--- src/rtl/addsub_seg_pkg.sv ---
// Shared definitions for the add/subtract seven-segment controller.
//   SEG_BLANK     : all segments and decimal point off (active-low)
//   view_e        : display page selection (operands or result/flags)
//   dig_idx_t     : 2-bit index of the digit currently being scanned
//   dig_enable_n  : one-hot active-low digit enable for a digit index
package addsub_seg_pkg;

    localparam logic [7:0] SEG_BLANK = 8'hFF;

    typedef enum logic {
        VIEW_OPERANDS = 1'b0,
        VIEW_RESULT   = 1'b1
    } view_e;

    typedef logic [1:0] dig_idx_t;

    function automatic logic [3:0] dig_enable_n(input dig_idx_t idx);
        return ~(4'b0001 << idx);
    endfunction

endpackage

--- src/rtl/addsub_seg_ctrl_hex7seg.sv ---
// Hex nibble to seven-segment decoder.
//   i_nib : 4-bit value 0..F
//   o_seg : segments {g,f,e,d,c,b,a}, active-low
module hex7seg (
    input  logic [3:0] i_nib,
    output logic [6:0] o_seg
);

    always_comb begin
        o_seg = 7'h7F;
        case (i_nib)
            4'h0: o_seg = 7'h40;
            4'h1: o_seg = 7'h79;
            4'h2: o_seg = 7'h24;
            4'h3: o_seg = 7'h30;
            4'h4: o_seg = 7'h19;
            4'h5: o_seg = 7'h12;
            4'h6: o_seg = 7'h02;
            4'h7: o_seg = 7'h78;
            4'h8: o_seg = 7'h00;
            4'h9: o_seg = 7'h10;
            4'hA: o_seg = 7'h08;
            4'hB: o_seg = 7'h03;
            4'hC: o_seg = 7'h46;
            4'hD: o_seg = 7'h21;
            4'hE: o_seg = 7'h06;
            4'hF: o_seg = 7'h0E;
            default: o_seg = 7'h7F;
        endcase
    end

endmodule

--- src/rtl/addsub_seg_ctrl.sv ---
// Push-button driven add/subtract unit with a 4-digit multiplexed
// seven-segment display.
//   clk  : system clock          nrst : async active-low reset
//   a, b : operand switches      op   : 0 = add, 1 = subtract
//   load : async push-button, rising edge captures a/b/op
//   view : 0 = show operands, 1 = show flags + result
//   done : one-cycle pulse when a new result is registered
//   seg  : {dp,g,f,e,d,c,b,a} active-low, dig : one-hot active-low
module addsub_seg_ctrl
    import addsub_seg_pkg::*;
#(
    parameter int WIDTH    = 4,
    parameter int SCAN_MAX = 99999
) (
    input  logic             clk,
    input  logic             nrst,
    input  logic [WIDTH-1:0] a,
    input  logic [WIDTH-1:0] b,
    input  logic             op,
    input  logic             load,
    input  logic             view,
    output logic             done,
    output logic [7:0]       seg,
    output logic [3:0]       dig
);

    localparam int CW = (SCAN_MAX > 0) ? $clog2(SCAN_MAX + 1) : 1;
    localparam logic [CW-1:0] CNT_MAX = CW'(SCAN_MAX);

    logic             r_sync1, r_sync2, r_hist;
    logic [WIDTH-1:0] r_opA, r_opB, r_result;
    logic             r_opS, r_calc, r_c, r_v;
    logic [CW-1:0]    r_cnt;
    dig_idx_t         r_idx;

    logic             w_strobe;
    logic [WIDTH:0]   w_sum, w_diff;
    logic [WIDTH-1:0] w_res;
    logic             w_c, w_v;
    logic [7:0]       w_a8, w_b8, w_res8, w_seg_next;
    logic [3:0]       w_nib;
    logic [6:0]       w_seg7;
    logic             w_dp, w_blank;
    view_e            w_view;

    // Edge detect on the synchronized button level.
    assign w_strobe = r_sync2 & ~r_hist;

    assign w_sum  = {1'b0, r_opA} + {1'b0, r_opB};
    assign w_diff = {1'b0, r_opA} - {1'b0, r_opB};

    always_comb begin
        w_res = w_sum[WIDTH-1:0];
        w_c   = w_sum[WIDTH];
        w_v   = (r_opA[WIDTH-1] == r_opB[WIDTH-1]) && (w_sum[WIDTH-1] != r_opA[WIDTH-1]);
        if (r_opS) begin
            // Top bit of the widened difference is the borrow (opA < opB).
            w_res = w_diff[WIDTH-1:0];
            w_c   = w_diff[WIDTH];
            w_v   = (r_opA[WIDTH-1] != r_opB[WIDTH-1]) && (w_diff[WIDTH-1] != r_opA[WIDTH-1]);
        end
    end

    assign w_a8   = 8'(a);
    assign w_b8   = 8'(b);
    assign w_res8 = 8'(r_result);
    assign w_view = view_e'(view);

    always_comb begin
        w_nib   = '0;
        w_dp    = 1'b1;
        w_blank = 1'b0;
        case (r_idx)
            2'd3: w_nib = (w_view == VIEW_RESULT) ? {1'b0, r_opS, r_v, r_c} : w_a8[7:4];
            2'd2: begin
                if (w_view == VIEW_RESULT) begin
                    w_blank = 1'b1;
                    w_dp    = 1'b0;
                end else begin
                    w_nib = w_a8[3:0];
                end
            end
            2'd1: w_nib = (w_view == VIEW_RESULT) ? w_res8[7:4] : w_b8[7:4];
            default: w_nib = (w_view == VIEW_RESULT) ? w_res8[3:0] : w_b8[3:0];
        endcase
    end

    hex7seg u_hex7seg (
        .i_nib (w_nib),
        .o_seg (w_seg7)
    );

    assign w_seg_next = w_blank ? {w_dp, SEG_BLANK[6:0]} : {w_dp, w_seg7};

    // Button synchronizer, operand capture and arithmetic result.
    always_ff @(posedge clk or negedge nrst) begin
        if (!nrst) begin
            r_sync1  <= 1'b0;
            r_sync2  <= 1'b0;
            r_hist   <= 1'b0;
            r_opA    <= '0;
            r_opB    <= '0;
            r_opS    <= 1'b0;
            r_calc   <= 1'b0;
            r_result <= '0;
            r_c      <= 1'b0;
            r_v      <= 1'b0;
            done     <= 1'b0;
        end else begin
            r_sync1 <= load;
            r_sync2 <= r_sync1;
            r_hist  <= r_sync2;
            r_calc  <= w_strobe;
            if (w_strobe) begin
                r_opA <= a;
                r_opB <= b;
                r_opS <= op;
            end
            if (r_calc) begin
                r_result <= w_res;
                r_c      <= w_c;
                r_v      <= w_v;
            end
            done <= r_calc;
        end
    end

    // Scan divider, digit index and registered display outputs.
    always_ff @(posedge clk or negedge nrst) begin
        if (!nrst) begin
            r_cnt <= '0;
            r_idx <= '0;
            seg   <= SEG_BLANK;
            dig   <= 4'hF;
        end else begin
            if (r_cnt == CNT_MAX) begin
                r_cnt <= '0;
                r_idx <= r_idx + 2'd1;
            end else begin
                r_cnt <= r_cnt + CW'(1);
            end
            seg <= w_seg_next;
            dig <= dig_enable_n(r_idx);
        end
    end

endmodule
--- config.mk ---
export PLATFORM = sky130hd
export DESIGN_NAME = addsub_seg_ctrl
export DESIGN_NICKNAME = d
export VERILOG_FILES = /design/src/rtl/addsub_seg_pkg.sv /design/src/rtl/addsub_seg_ctrl_hex7seg.sv /design/src/rtl/addsub_seg_ctrl.sv
export SDC_FILE = /design/constraint.sdc
export NUM_CORES = 1
export LEC_CHECK = 0
export BUFFER_PORTS_ARGS = -buffer_cell sky130_fd_sc_hd__buf_2
export CAP_MARGIN = 15
export CORE_UTILIZATION = 63
export CTS_CLUSTER_DIAMETER = 40
export CTS_CLUSTER_SIZE = 40
export DETAILED_ROUTE_END_ITERATION = 8
export HOLD_SLACK_MARGIN = 0.05
export PLACE_DENSITY = 0.89
export SLEW_MARGIN = 15
export SYNTH_ARGS = -nofsm -noshare
export SYNTH_HDL_FRONTEND = slang
export SYNTH_HIERARCHICAL = 1
export SYNTH_SLANG_ARGS = --single-unit
--- constraint.sdc ---
create_clock -name clk -period 3.88 [get_ports clk]
set_input_delay 0 -clock clk [delete_from_list [all_inputs] [get_ports clk]]
set_output_delay 0 -clock clk [all_outputs]
set_load 0.02 [all_outputs]
==> results of run 1 <==
==> routing by layer <==
metal	GRT usage, %	vias to the layer above	routed length (um)
met5	0	-	0
met4	13.6	0	170
met3	5.07	19	186
met2	44.9	59	2630
met1	36.8	971	2500
li1	-	972	-
==> layout make-up <==
| cell class | instances | area, sq um |
|---|---|---|
| inverter | 19 | 71.3 |
| clock inverter | 2 | 37.5 |
| timing repair buffer | 38 | 250 |
| sequential | 51 | 1290 |
| multi-input combinational | 189 | 1280 |
| clock buffer | 6 | 72.6 |
| tap | 50 | 62.6 |
| fill | 268 | 961 |
==> metrics by stage <==
step	worst slack [ns]	hold slack, ns	area [sq um]	power (W)
after floorplan	1.65	-0.296	2680	0.000885
after global placement	1.53	0.108	2850	0.000957
after detailed placement	1.39	0.109	2850	0.000969
after CTS	1.31	0.164	3070	0.00135
after global routing	1.02	0.215	3070	0.00143
final	1.25	0.182	3070	0.00135
==> repair_timing <==
item / CTS / global route
endpoints found under the setup margin: 0 / 0
hold endpoints to repair: 49 / 0
hold buffers: 11 / 0
==> worst max-delay path: cells and delay by family (launching register included) <==
family          cells  cell delay, ns
buf+inv             3            0.43
flops               1            0.41
compound gates      4            0.68
simple gates        3            0.55
fa+ha+maj           2            0.50
==> how the worst max path moves through the flow <==
stage                  start  endpoint  slack (ns)  depth (start not counted)
finish              r_idx[0]    seg[3]        1.25                         12
global route        r_idx[0]    seg[3]        1.02                         12
CTS                 r_idx[0]    seg[3]        1.31                         12
detailed placement  r_idx[0]    seg[3]        1.39                         12
global placement    r_idx[0]    seg[3]        1.53                         12
floorplan           r_idx[0]    seg[3]        1.65                         11
==> synth_stat cells, types with 2 or more instances <==
library cell,instances,area [sq um]
sky130_fd_sc_hd__nor2b_1,5,31.3
sky130_fd_sc_hd__dfstp_2,12,315
sky130_fd_sc_hd__o211ai_1,2,15.0
sky130_fd_sc_hd__and2_1,2,12.5
sky130_fd_sc_hd__nand2b_1,11,68.8
sky130_fd_sc_hd__nand4_1,4,25.0
sky130_fd_sc_hd__nand3_1,7,35.0
sky130_fd_sc_hd__clkbuf_1,5,18.8
sky130_fd_sc_hd__o221ai_1,2,17.5
sky130_fd_sc_hd__nor2_1,15,56.3
sky130_fd_sc_hd__o21ai_0,12,60.1
sky130_fd_sc_hd__dfrtp_1,39,976
sky130_fd_sc_hd__nand3b_1,3,22.5
sky130_fd_sc_hd__fa_1,2,40.0
sky130_fd_sc_hd__ha_1,21,263
sky130_fd_sc_hd__o31ai_1,3,22.5
sky130_fd_sc_hd__or3_1,3,18.8
sky130_fd_sc_hd__a21oi_1,11,55.1
sky130_fd_sc_hd__a221oi_1,2,17.5
sky130_fd_sc_hd__inv_1,19,71.3
sky130_fd_sc_hd__o21a_1,3,22.5
sky130_fd_sc_hd__nor3_1,4,20.0
sky130_fd_sc_hd__nand2_1,36,135
sky130_fd_sc_hd__xnor2_1,11,96.3
sky130_fd_sc_hd__o21ai_1,2,10.0
sky130_fd_sc_hd__mux2i_1,5,50.1
sky130_fd_sc_hd__xor2_1,4,35.0
sky130_fd_sc_hd__mux2_2,3,33.8
sky130_fd_sc_hd__o22ai_1,2,12.5
==> report_power, final <==
part	internal, W	leakage, nW	total (W)	switching [W]
clock network	0.000193	0.0514	0.000374	0.000182
registers	0.000609	0.620	0.000643	0.0000340
logic	0.000142	0.744	0.000336	0.000194
==> flip-flops by register name (all words and copies together), names as in the netlist, 2 cells and up <==
register and cells:
r_cnt 17, r_opA 4, r_opB 4, dig 4
r_idx 2, seg 8, r_result 4
==> cell families after synthesis <==
logic type / synth area share (%)
adders and majority gates: 11.3
AOI/OAI and AO/OA: 10.1
buffers and inverters: 3.97
and+or+nand+nor: 18.4
muxes: 3.13
DFF: 48.2
xor gates and xnor gates: 4.90
==> results.txt, run 1 <==
Yosys printed 6 warnings. The number of H-tree levels is 2. For this design the ratio of total power to cell area is 441 mW/mm^2. The pre-antenna-repair detailed-routing pass consisted of 5 iterations. By instance count, the cell type seen most on the critical path is sky130_fd_sc_hd__inv_1. For the final total negative setup slack, the log shows 0 ns.

The startpoint of the worst-slack reg-to-reg timing path is r_idx[0]. For the pin with the worst max-slew slack, the measured transition is 0.801 ns. Counting tap cells, the placed design contains a total of 336 instances. Clock skew after layout: 0.00573 ns. The repair_antennas step left the layout with diodes totalling 0. The clock buffer count from CTS is 5, and the synthesized instance count is 266. The depth of the worst register-to-register path is 12, and the total half-perimeter wirelength after legalization and detailed placement is 3510 um. Worst reg2reg path endpoint: seg[3]. The synthesized netlist occupies a cell area of 0.00268 sq mm.

Averaged over all synthesized cells, the footprint is 10.1 sq um. Synthesis-to-finish area growth: 14.5%. The tools report the first-pass GRT wire length as 9180 um. In this run the static leakage power is 1.41 nW. The critical path arrival was 2.88 ns; the overall global routing resource usage was 28.1%. The worst hold path passes through 2 cells. The post-route netlist has 17.0% of its cells at a drive strength greater than 1. The worst hold path class is input port to register. Setup repair after global routing left no endpoint under its margin.

The post-synth net total is 302, and the count of max-cap constraint violations is 0. The worst-case IR drop observed on VDD is 0.000299 V. The via count of the first global-routing pass was 1985. Dividing the detail-routed wire length by the instance count gives 15.5 um. The utilization after layout is 76.1%, and the worst endpoint required time is 4.13 ns.

The detailed-route DRC error count was 0; the post-CTS setup buffer count was 0. The element type at the critical path start was a register. The clock insertion delay at the later pin of the skew report is 0.31 ns, and the number of input and output port buffers inserted is 25. The most used flip-flop cell after synthesis is sky130_fd_sc_hd__dfrtp_1. Traced cell by cell, the critical path runs through inv_1 > ha_1 > inv_1 > nor2_1 > a221oi_1 > a21oi_1 > inv_1 > ha_1 > or2_2 > a21oi_1 > a31oi_1 > nand2b_1. The tools report the count of boundary I/O pins as 26.

Leaving out fill and tap cells, the most frequent cells in the layout are sky130_fd_sc_hd__dfrtp_1, sky130_fd_sc_hd__nand2_1, sky130_fd_sc_hd__buf_2. The count of state elements after synthesis is 51, and the share of flip-flops with an asynchronous set or reset is 100%. Counting every sink on the clock net gives 51. Core area: 0.00403 sq mm.

The worst hold path terminates at seg[7]. Clock-pin slew was measured on the worst setup and hold paths at 0.09 ns. The share of the clock period used by the worst path is 67.9%. For the final wirelength, the log shows 5500 um.

The worst setup slack for register-to-register paths came out at 1.25 ns. The floorplan step defined a die boundary enclosing 0.00452 sq mm. The number of resized instances in the post-cts repair step was 0; the number of different library cells in the post-synthesis netlist was 45. Number of violations reported at the end of detailed-routing iteration 0: 189. The worst pin sits at a relative slew slack of 46.6%. Summed over all layers, the global routing overflow is 0.

Most common cell after layout, fill and taps aside: sky130_fd_sc_hd__dfrtp_1. Number of vias in the routed layout: 2021. Entering global routing, the biggest net connects 52 pins. The number of hold violations in the final report is 0, and the horizontal extent of the die is 67.2 um. The fmax was 0.380 GHz. The share of the Yosys chip area taken by registers is 48.2%.

The initial core utilization is 66.5%. Among all stages on the critical path, the largest delay is contributed by sky130_fd_sc_hd__dfrtp_1. Setup violations remaining at the end of the flow were counted as 0. The vertical extent of the die is 67.2 um, and the number of pins with negative max-slew slack in the final report is 0. For the cell row count, the log shows 23. The finished layout holds 355 standard cells, fillers aside.

The clock period could shrink to 2.63 ns. In the final design database the tool counted 340 nets. The setup path with the least slack is of type register to register. The average via count per standard cell is 5.69. STA classifies the critical path endpoint as a register.

Routability-driven placement finished with a final weighted congestion of 0.830. The flow ran to the end, and the final reports show no timing, DRC or antenna violations. The startpoint identified for the worst hold timing path is view. TritonCTS built the clock tree. The delay of the slowest critical-path stage is 0.41 ns, and the worst-path maximum fanout is 5. The number of antenna violations at the first check in global routing is 0, and the count of flip-flops with a built-in enable after synthesis is 0. In this run the remaining antenna-violating nets after routing total 0.

Clock tree synthesis selected as its root buffer the cell sky130_fd_sc_hd__clkbuf_8. The run gives 2 as the clock tree buffer depth.
Note: power is estimated with default switching activity, not from simulation.
==> inputs of run 2 (changes only) <==
CORE_UTILIZATION = 53   (was 63)
PLACE_DENSITY = 0.8   (was 0.89)
clock period = 2.15 ns   (was 3.88 ns; I/O delays follow)
==> run 2 against run 1 <==
Net effect:
- clock skew grew 0.0017 ns
- sequential power grew 80%
- die area grew 18%
- maximum frequency grew 28%
- worst hold slack lost 0.074 ns
- critical endpoint is now seg[6]
==> results.txt, run 2 (same netlist as run 1, synthesis figures left out) <==
The run finished with clean final reports. The share of total power dissipated in combinational logic is 27.1%. For the number of antenna violations at the first check in global routing, the log shows 0.

For the count of max-cap constraint violations, the log shows 0. The HPWL after detailed placement is 3650 um. Setup violations remaining at the end of the flow were counted as 0. The tools report the remaining number of nets flagged by the antenna check after routing as 0. The clock network accounts for 24.4% of the total power. Measured on the finished design, the core utilization comes to 67.6%.

TritonCTS built the clock tree. The clock tree synthesis step divided the H-tree into 2 levels. The tightest min-delay check is of the input port to async pin type. Dividing the final minimum period by the clock period gives 95.7%. For the number of hold violations in the final report, the log shows 0. The largest registers in the layout are r_cnt: 17 flops, seg: 8 flops. At the end of routability-driven placement, the weighted congestion stood at 0.882.

The number of input and output port buffers inserted came out at 25. The tree is rooted in a sky130_fd_sc_hd__clkbuf_8. The top cell types in the final layout, fill and taps aside, are sky130_fd_sc_hd__dfrtp_1, sky130_fd_sc_hd__nand2_1, sky130_fd_sc_hd__buf_2. In this run the critical register-to-register path is captured at seg[6]. The worst-path maximum fanout came out at 4. The die is 73.1 um tall.

The critical path is of the register to register type. The clock passes through at most 2 buffers. The later pin in the worst-skew pair is clocked with a latency of 0.31 ns.

The first global-routing pass estimated 8390 um of wire. The critical path goes through ha_2 > and2_1 > a221oi_2 > a21oi_2 > buf_4 > ha_1 > nand2_1 > a21boi_2 > o21ai_1 > nand2b_1. At the pin with the least slew margin, the transition time is 0.422 ns. The largest net degree at the start of global routing was 22; the average via count per standard cell was 5.22. The detailed router finished its first iteration with 105 violations. The worst setup slack for register-to-register paths is 0.09 ns. The share of final-layout standard cells stronger than drive strength 1 was 25.3%; the count of antenna diodes in the layout was 0.

The minimum period implied by the final worst setup slack works out to 2.06 ns. The kind of cell with the highest combined delay along the critical path is compound AO/OA/AOI/OAI gates. The detailed-route DRC error count was 0. The register with the most flip-flops in the final layout is r_cnt.

The delay of the slowest critical-path stage works out to 0.45 ns. Following the worst setup path forward leads to its endpoint at seg[6]. The tools report the number of pins with negative max-slew slack in the final report as 0. In this run the critical register-to-register path is launched from r_idx[1].

STA puts the critical path data required time at 2.38 ns. The analysis attributes to cell leakage a power of 1.48 nW. The horizontal extent of the die was 73.1 um.

The largest individual stage delay along the critical path comes from the cell sky130_fd_sc_hd__dfrtp_2. Leaving out fill and tap cells, the most frequent cell in the layout is sky130_fd_sc_hd__dfrtp_1. The tools report the final total negative setup slack as 0 ns. The internal power of the cells totals 0.00165 W. First element of the critical path: r_idx[1]. The run gives 2000 as the number of vias in the routed layout.

The final layout contains 351 nets. Clock tree synthesis inserted a total of 5 buffers. Core area: 0.00479 sq mm. Of the total power, registers draw 48.4%. The switching power is 0.000731 W, and the clock slew at the register clock pins of the worst setup and hold paths is 0.09 ns. The run gives 26 as the count of boundary I/O pins.

The critical path arrival is 2.29 ns, and the depth of the worst register-to-register path is 10. Measured against its own limit, the worst slew margin works out to 71.6%. The die covers 0.00535 sq mm.

The run gives 51 as the total clock sinks. Global routing consumed, over all layers together, 20.8% of the routing resources. The logs give 0.000448 V for the worst ir drop on vdd and 5110 um for the final wirelength. The average wire length per cell after detail routing works out to 13.3 um. The tools report the kind of end point of the critical path as a register.

For this configuration, the core starts out at a cell density of 56.0%. The cell row count is 25, and the clock skew after layout is 0.00739 ns. In this run switching power makes up 30.6% of total power. The tools report the residual overflow from global routing as 0.

The register with the most flip-flops in the layout has 17 of them. The total power density per cell area was 738 mW/mm^2. Counting buffers and inverters, the worst setup path is 10 cells deep. The number of buffers and inverters on the critical path is 1, and the fmax is 0.486 GHz.

The detailed-routing iteration count for the pre-antenna-repair pass is 4, and the synthesis-to-finish area growth is 20.7%. The via count of the first global-routing pass was 1931. The tools report the element type at the critical path start as a register.

The sum of internal, switching and leakage power came out at 0.00239 W.
[run 2: cell types whose count changed in the layout (fill, tap and decap cells not counted), sizes merged]
cell	previous run	this run
buf	27	38
bufinv	1	0
clkinv	0	1
clkinvlp	1	0
inv	19	20
[run 2: per-stage QoR]
stage                     cells  instance area, sq um  hold WS (ns)  worst slack (ns)
after global placement      362                  2940       -0.0842             0.122
after floorplan             266                  2690        -0.296            0.0393
final                       383                  3230         0.108            0.0917
after CTS                   382                  3160         0.117            0.0190
after global routing        383                  3230         0.145          -0.00378
after detailed placement    362                  2940       -0.0841           0.00926
[run 2: layer usage]
metal / part of all wire [%] / GRT usage [%] / up-vias
met2: 48 / 34.8 / 41
met3: 4.5 / 5.25 / 9
li1: - / - / 993
met5: 0 / 0 / -
met1: 46 / 26.3 / 957
met4: 1.6 / 7.19 / 0
[run 2: final cells by class]
cell class | instances | area (sq um)
clock inverters | 2 | 13.8
fillers | 366 | 1550
well taps | 67 | 83.8
multi-input cells | 189 | 1360
clock buffers | 6 | 82.6
flip-flops and latches | 51 | 1290
repair buffers | 49 | 333
inverters | 19 | 71.3
[run 2: how the worst min path moves through the flow]
stage	startpoint	endpoint	cells past startpoint
detailed placement	nrst	r_cnt[11]	1
CTS	nrst	r_cnt[11]	2
finish	nrst	r_cnt[10]	2
global route	nrst	r_cnt[11]	2
global placement	nrst	r_cnt[11]	1
floorplan	nrst	done	0
[run 2: power groups by stage]
stage,clock (W),sequential (W),combinational [W]
global route,0.000624,0.00117,0.000723
floorplan,0,0.00123,0.000371
CTS,0.000596,0.00115,0.000627
global placement,0,0.00117,0.000592
finish,0.000583,0.00116,0.000647
detailed placement,0,0.00117,0.000607
[run 2: repair_timing]
action,in CTS,in global routing
buffers inserted,1,1
gates cloned,0,0
hold buffers,11,0
gates resized for setup,1,17
endpoints found under the hold margin,49,0
pin swaps,0,2
setup endpoints to repair,1,5
==> inputs of run 3 (changes only) <==
ABC_AREA = 1   (was not set)
CORE_UTILIZATION = 54   (was 53)
PLACE_DENSITY = 0.81   (was 0.8)
==> run 3 against run 2 <==
Net effect:
- combinational power decreased by 16%
- clock power decreased by 1%
- global-route usage up 2.4 points
- clock-buffer cell count up 1
- sequential cell count did not move
- synthesized cell count increased by 34%
- worst hold slack lost 0.040 ns
- die area grew 6.4%
- final area grew 3.8%
- first-iteration DRC count up 44%
- highest routed layer unchanged
==> results.txt, run 3 <==
STA puts the critical path data arrival time at 2.29 ns. The worst reg2reg path endpoint was seg[3]. The routed layout has 2394 vias.

The via count of the first global-routing pass came out at 2298. The average via count per standard cell is 5.08. Entering global routing, the biggest net connects 42 pins.

For this run, design rule violations remaining after detail routing come to 0. The run gives 0 as the count of antenna diodes in the layout. The largest registers in the layout are r_cnt: 17 flops, seg: 8 flops. The most common cell in the netlist is sky130_fd_sc_hd__nand2_1.

For this run, the number of Yosys warnings is 6. The run gives 0.00569 sq mm as the overall die area. The startpoint identified for the worst hold timing path is view.

Summing all flip-flop and latch instances after layout gives 0.00129 sq mm. Of all cell types, the one taking the most synthesized area is sky130_fd_sc_hd__dfrtp_1. Based on the critical path, the design can be clocked at up to 0.491 GHz.

After clock tree synthesis, the clock-pin slew on the worst setup and hold paths is 0.08 ns. The final layout contains 436 nets. In this run the count of I/O pins placed on the die edge is 26. Counting flops per register, the top entry is r_cnt.

The tools report the number of different library cells in the post-synthesis netlist as 28. For the worst-skew pair, the clock arrives at the later sink with an insertion delay of 0.31 ns. Summed over all nets, the half-perimeter wirelength after detailed placement is 4210 um. The worst endpoint required time was 2.40 ns; the total clock sinks was 51. Worst hold path class: input port to register. The cell area that synthesis handed to floorplanning was 0.00291 sq mm. After global routing the overflow that remains totals 0. Input and output buffers added on the ports amount to 25.

Kind of critical path: register to register. The top-area cell type share of the netlist area came out at 33.5%. Number of hold violations in the final report: 0.

The worst hold path passes through 2 cells. For this run, the detailed router's first-pass iteration total came to 4. The worst pin sits at a relative slew slack of 66.7%. Relative to the synthesized area, the layout overhead comes to 15.3%.

The worst register-to-register path has a setup slack of 0.11 ns. By area the synthesized netlist is led by sky130_fd_sc_hd__dfrtp_1, sky130_fd_sc_hd__dfstp_2, sky130_fd_sc_hd__nand2_1, sky130_fd_sc_hd__ha_1, sky130_fd_sc_hd__inv_1. Sorting the synthesized cells by how often they occur yields sky130_fd_sc_hd__nand2_1, sky130_fd_sc_hd__inv_1, sky130_fd_sc_hd__dfrtp_1. For this configuration, the core starts out at a cell density of 56.6%. The mean instance size in the synthesized netlist came out at 8.18 sq um. The flow ran to the end, and the final reports show no timing, DRC or antenna violations. The remaining number of nets flagged by the antenna check after routing is 0, and the share of final-layout standard cells stronger than drive strength 1 is 17.7%. The clock buffer count from CTS was 5.

The register with the most flip-flops in the layout has 17 of them. The footprint of the multi-input gates was 0.00136 sq mm; the worst ir drop on vdd was 0.000354 V. For the number of pins with negative max-slew slack in the final report, the log shows 0. In this run the number of H-tree levels came out at 2. The element type at the critical path start is a register. The tools report the area after detailed placement as 0.00313 sq mm. For the sum of internal, switching and leakage power, the log shows 0.00224 W. Setup violations remaining at the end of the flow were counted as 0.

Synthesis produced a netlist with a net count of 392. In this run the power density over the cells is 668 mW/mm^2. In this run, synthesis produced a sequential element count of 51. The tools report the clock tree buffer depth as 2.

The tool flagged a number of max-cap violations equal to 0. The vertical extent of the die works out to 75.4 um. Row generation in the floorplan step produced 26 rows. At the end of routability-driven placement, the weighted congestion stood at 0.902. Commonest register cell after synthesis: sky130_fd_sc_hd__dfrtp_1.

The clock root buffer was sky130_fd_sc_hd__clkbuf_8. The most common cell after layout, fill and taps aside was sky130_fd_sc_hd__nand2_1. The sequential area share after synthesis was 44.3%. The path with the worst hold slack has its endpoint at seg[7].

The logs give 1.79 nW for the static leakage and 0 for the number of antenna violations at the first check in global routing. The core region is 0.00514 sq mm. In this run the critical register-to-register path is launched from r_idx[0]. The minimum period implied by the final worst setup slack came out at 2.04 ns. Overall global routing resource usage: 23.3%.

TritonCTS built the clock tree. Synthesized instance count: 356. Once layout is done, the placed cells without fillers occupy 0.00336 sq mm.

The worst setup path is captured at a register. The top cell types in the final layout, fill and taps aside, are sky130_fd_sc_hd__nand2_1, sky130_fd_sc_hd__inv_1, sky130_fd_sc_hd__dfrtp_1. Counting the fill cells in the layout gives 418.

The run gives 0.00780 ns as the clock skew after layout. The number of violations reported at the end of detailed-routing iteration 0 was 151. The count of flip-flops with a built-in enable after synthesis was 0; the horizontal extent of the die was 75.4 um. The tools report the final wirelength as 5730 um. After layout, the worst path uses 94.7% of the clock period. The share of flip-flops with an asynchronous set or reset came out at 100%.

The first global-routing pass estimated 9920 um of wire. For the worst flop-to-flop path, the logic depth is 16. The average wire length per cell after detail routing came out at 12.2 um. In this run the worst path has a maximum fanout of 8. For the pin with the worst max-slew slack, the measured transition is 0.500 ns.
## run 3: cells by family after synthesis
| kind of cell | synth area share, % |
|---|---|
| fa+ha+maj | 10.4 |
| buf+inv | 9.63 |
| simple gates | 26.0 |
| compound gates | 7.22 |
| xor+xnor | 2.41 |
| flops | 44.3 |
## run 3: area by class of cell
class	count	share of cell area [%]
tap	70	2.61
clock buffer	7	2.57
inverter	68	7.61
sequential	51	38.5
clock inverter	1	0.149
multi-input combinational	233	40.5
timing repair buffer	41	8.13
## run 3: per-layer routing
metal / GRT usage [%] / wire (um) / up-vias
li1: - / - / 1202
met1: 29.2 / 2570 / 1105
met2: 38.9 / 2750 / 76
met3: 5.29 / 317 / 11
met4: 9.47 / 95 / 0
met5: 0 / 0 / -
## run 3: per-stage QoR
stage                     utilization (%)  std cells  hold slack, ns  worst slack [ns]  TNS (ns)
after detailed placement             60.9        451          -0.114           -0.0232   -0.0232
after global routing                 65.3        471          0.0962           -0.0301   -0.0301
after floorplan                         -        356          -0.296             0.223         0
after CTS                            64.8        470          0.0669           0.00163         0
after global placement               60.9        451          -0.121             0.113         0
final                                65.3        471          0.0683             0.114         0
## run 3: how the worst max path moves through the flow
stage / from / endpoint / slack (ns) / depth (start not counted)
global placement: r_idx[0] / seg[3] / 0.11 / 16
detailed placement: r_idx[0] / seg[3] / -0.02 / 16
floorplan: r_idx[0] / seg[3] / 0.22 / 16
finish: r_idx[0] / seg[3] / 0.11 / 16
CTS: r_idx[0] / seg[3] / 0.002 / 16
global route: r_idx[0] / seg[3] / -0.03 / 16
## run 3: power breakdown
part	internal, W	switching [W]	total, W
Sequential	0.00107	0.0000471	0.00112
Combinational	0.000204	0.000342	0.000545
Clock	0.000260	0.000314	0.000575
## run 3: critical path: stages, from the launching register on
cell and delay (ns):
sky130_fd_sc_hd__dfrtp_1 0.40, sky130_fd_sc_hd__inv_1 0.12, sky130_fd_sc_hd__ha_1 0.22, sky130_fd_sc_hd__inv_2 0.12, sky130_fd_sc_hd__nand3_1 0.12, sky130_fd_sc_hd__inv_1 0.09
sky130_fd_sc_hd__nand2_1 0.09, sky130_fd_sc_hd__nand3_4 0.12, sky130_fd_sc_hd__inv_2 0.07, sky130_fd_sc_hd__ha_1 0.30, sky130_fd_sc_hd__inv_1 0.06, sky130_fd_sc_hd__nand2_1 0.04
sky130_fd_sc_hd__nand2_1 0.06, sky130_fd_sc_hd__nand2_1 0.04, sky130_fd_sc_hd__nand2_1 0.05, sky130_fd_sc_hd__inv_1 0.03, sky130_fd_sc_hd__nand2_1 0.05
## run 3: timing repair
action | in CTS | in global routing
endpoints found under the hold margin | 49 | 0
gates resized for setup | 1 | 5
gates cloned | 0 | 0
endpoints found under the setup margin | 1 | 7
buffers inserted | 0 | 1
hold buffers | 11 | 0
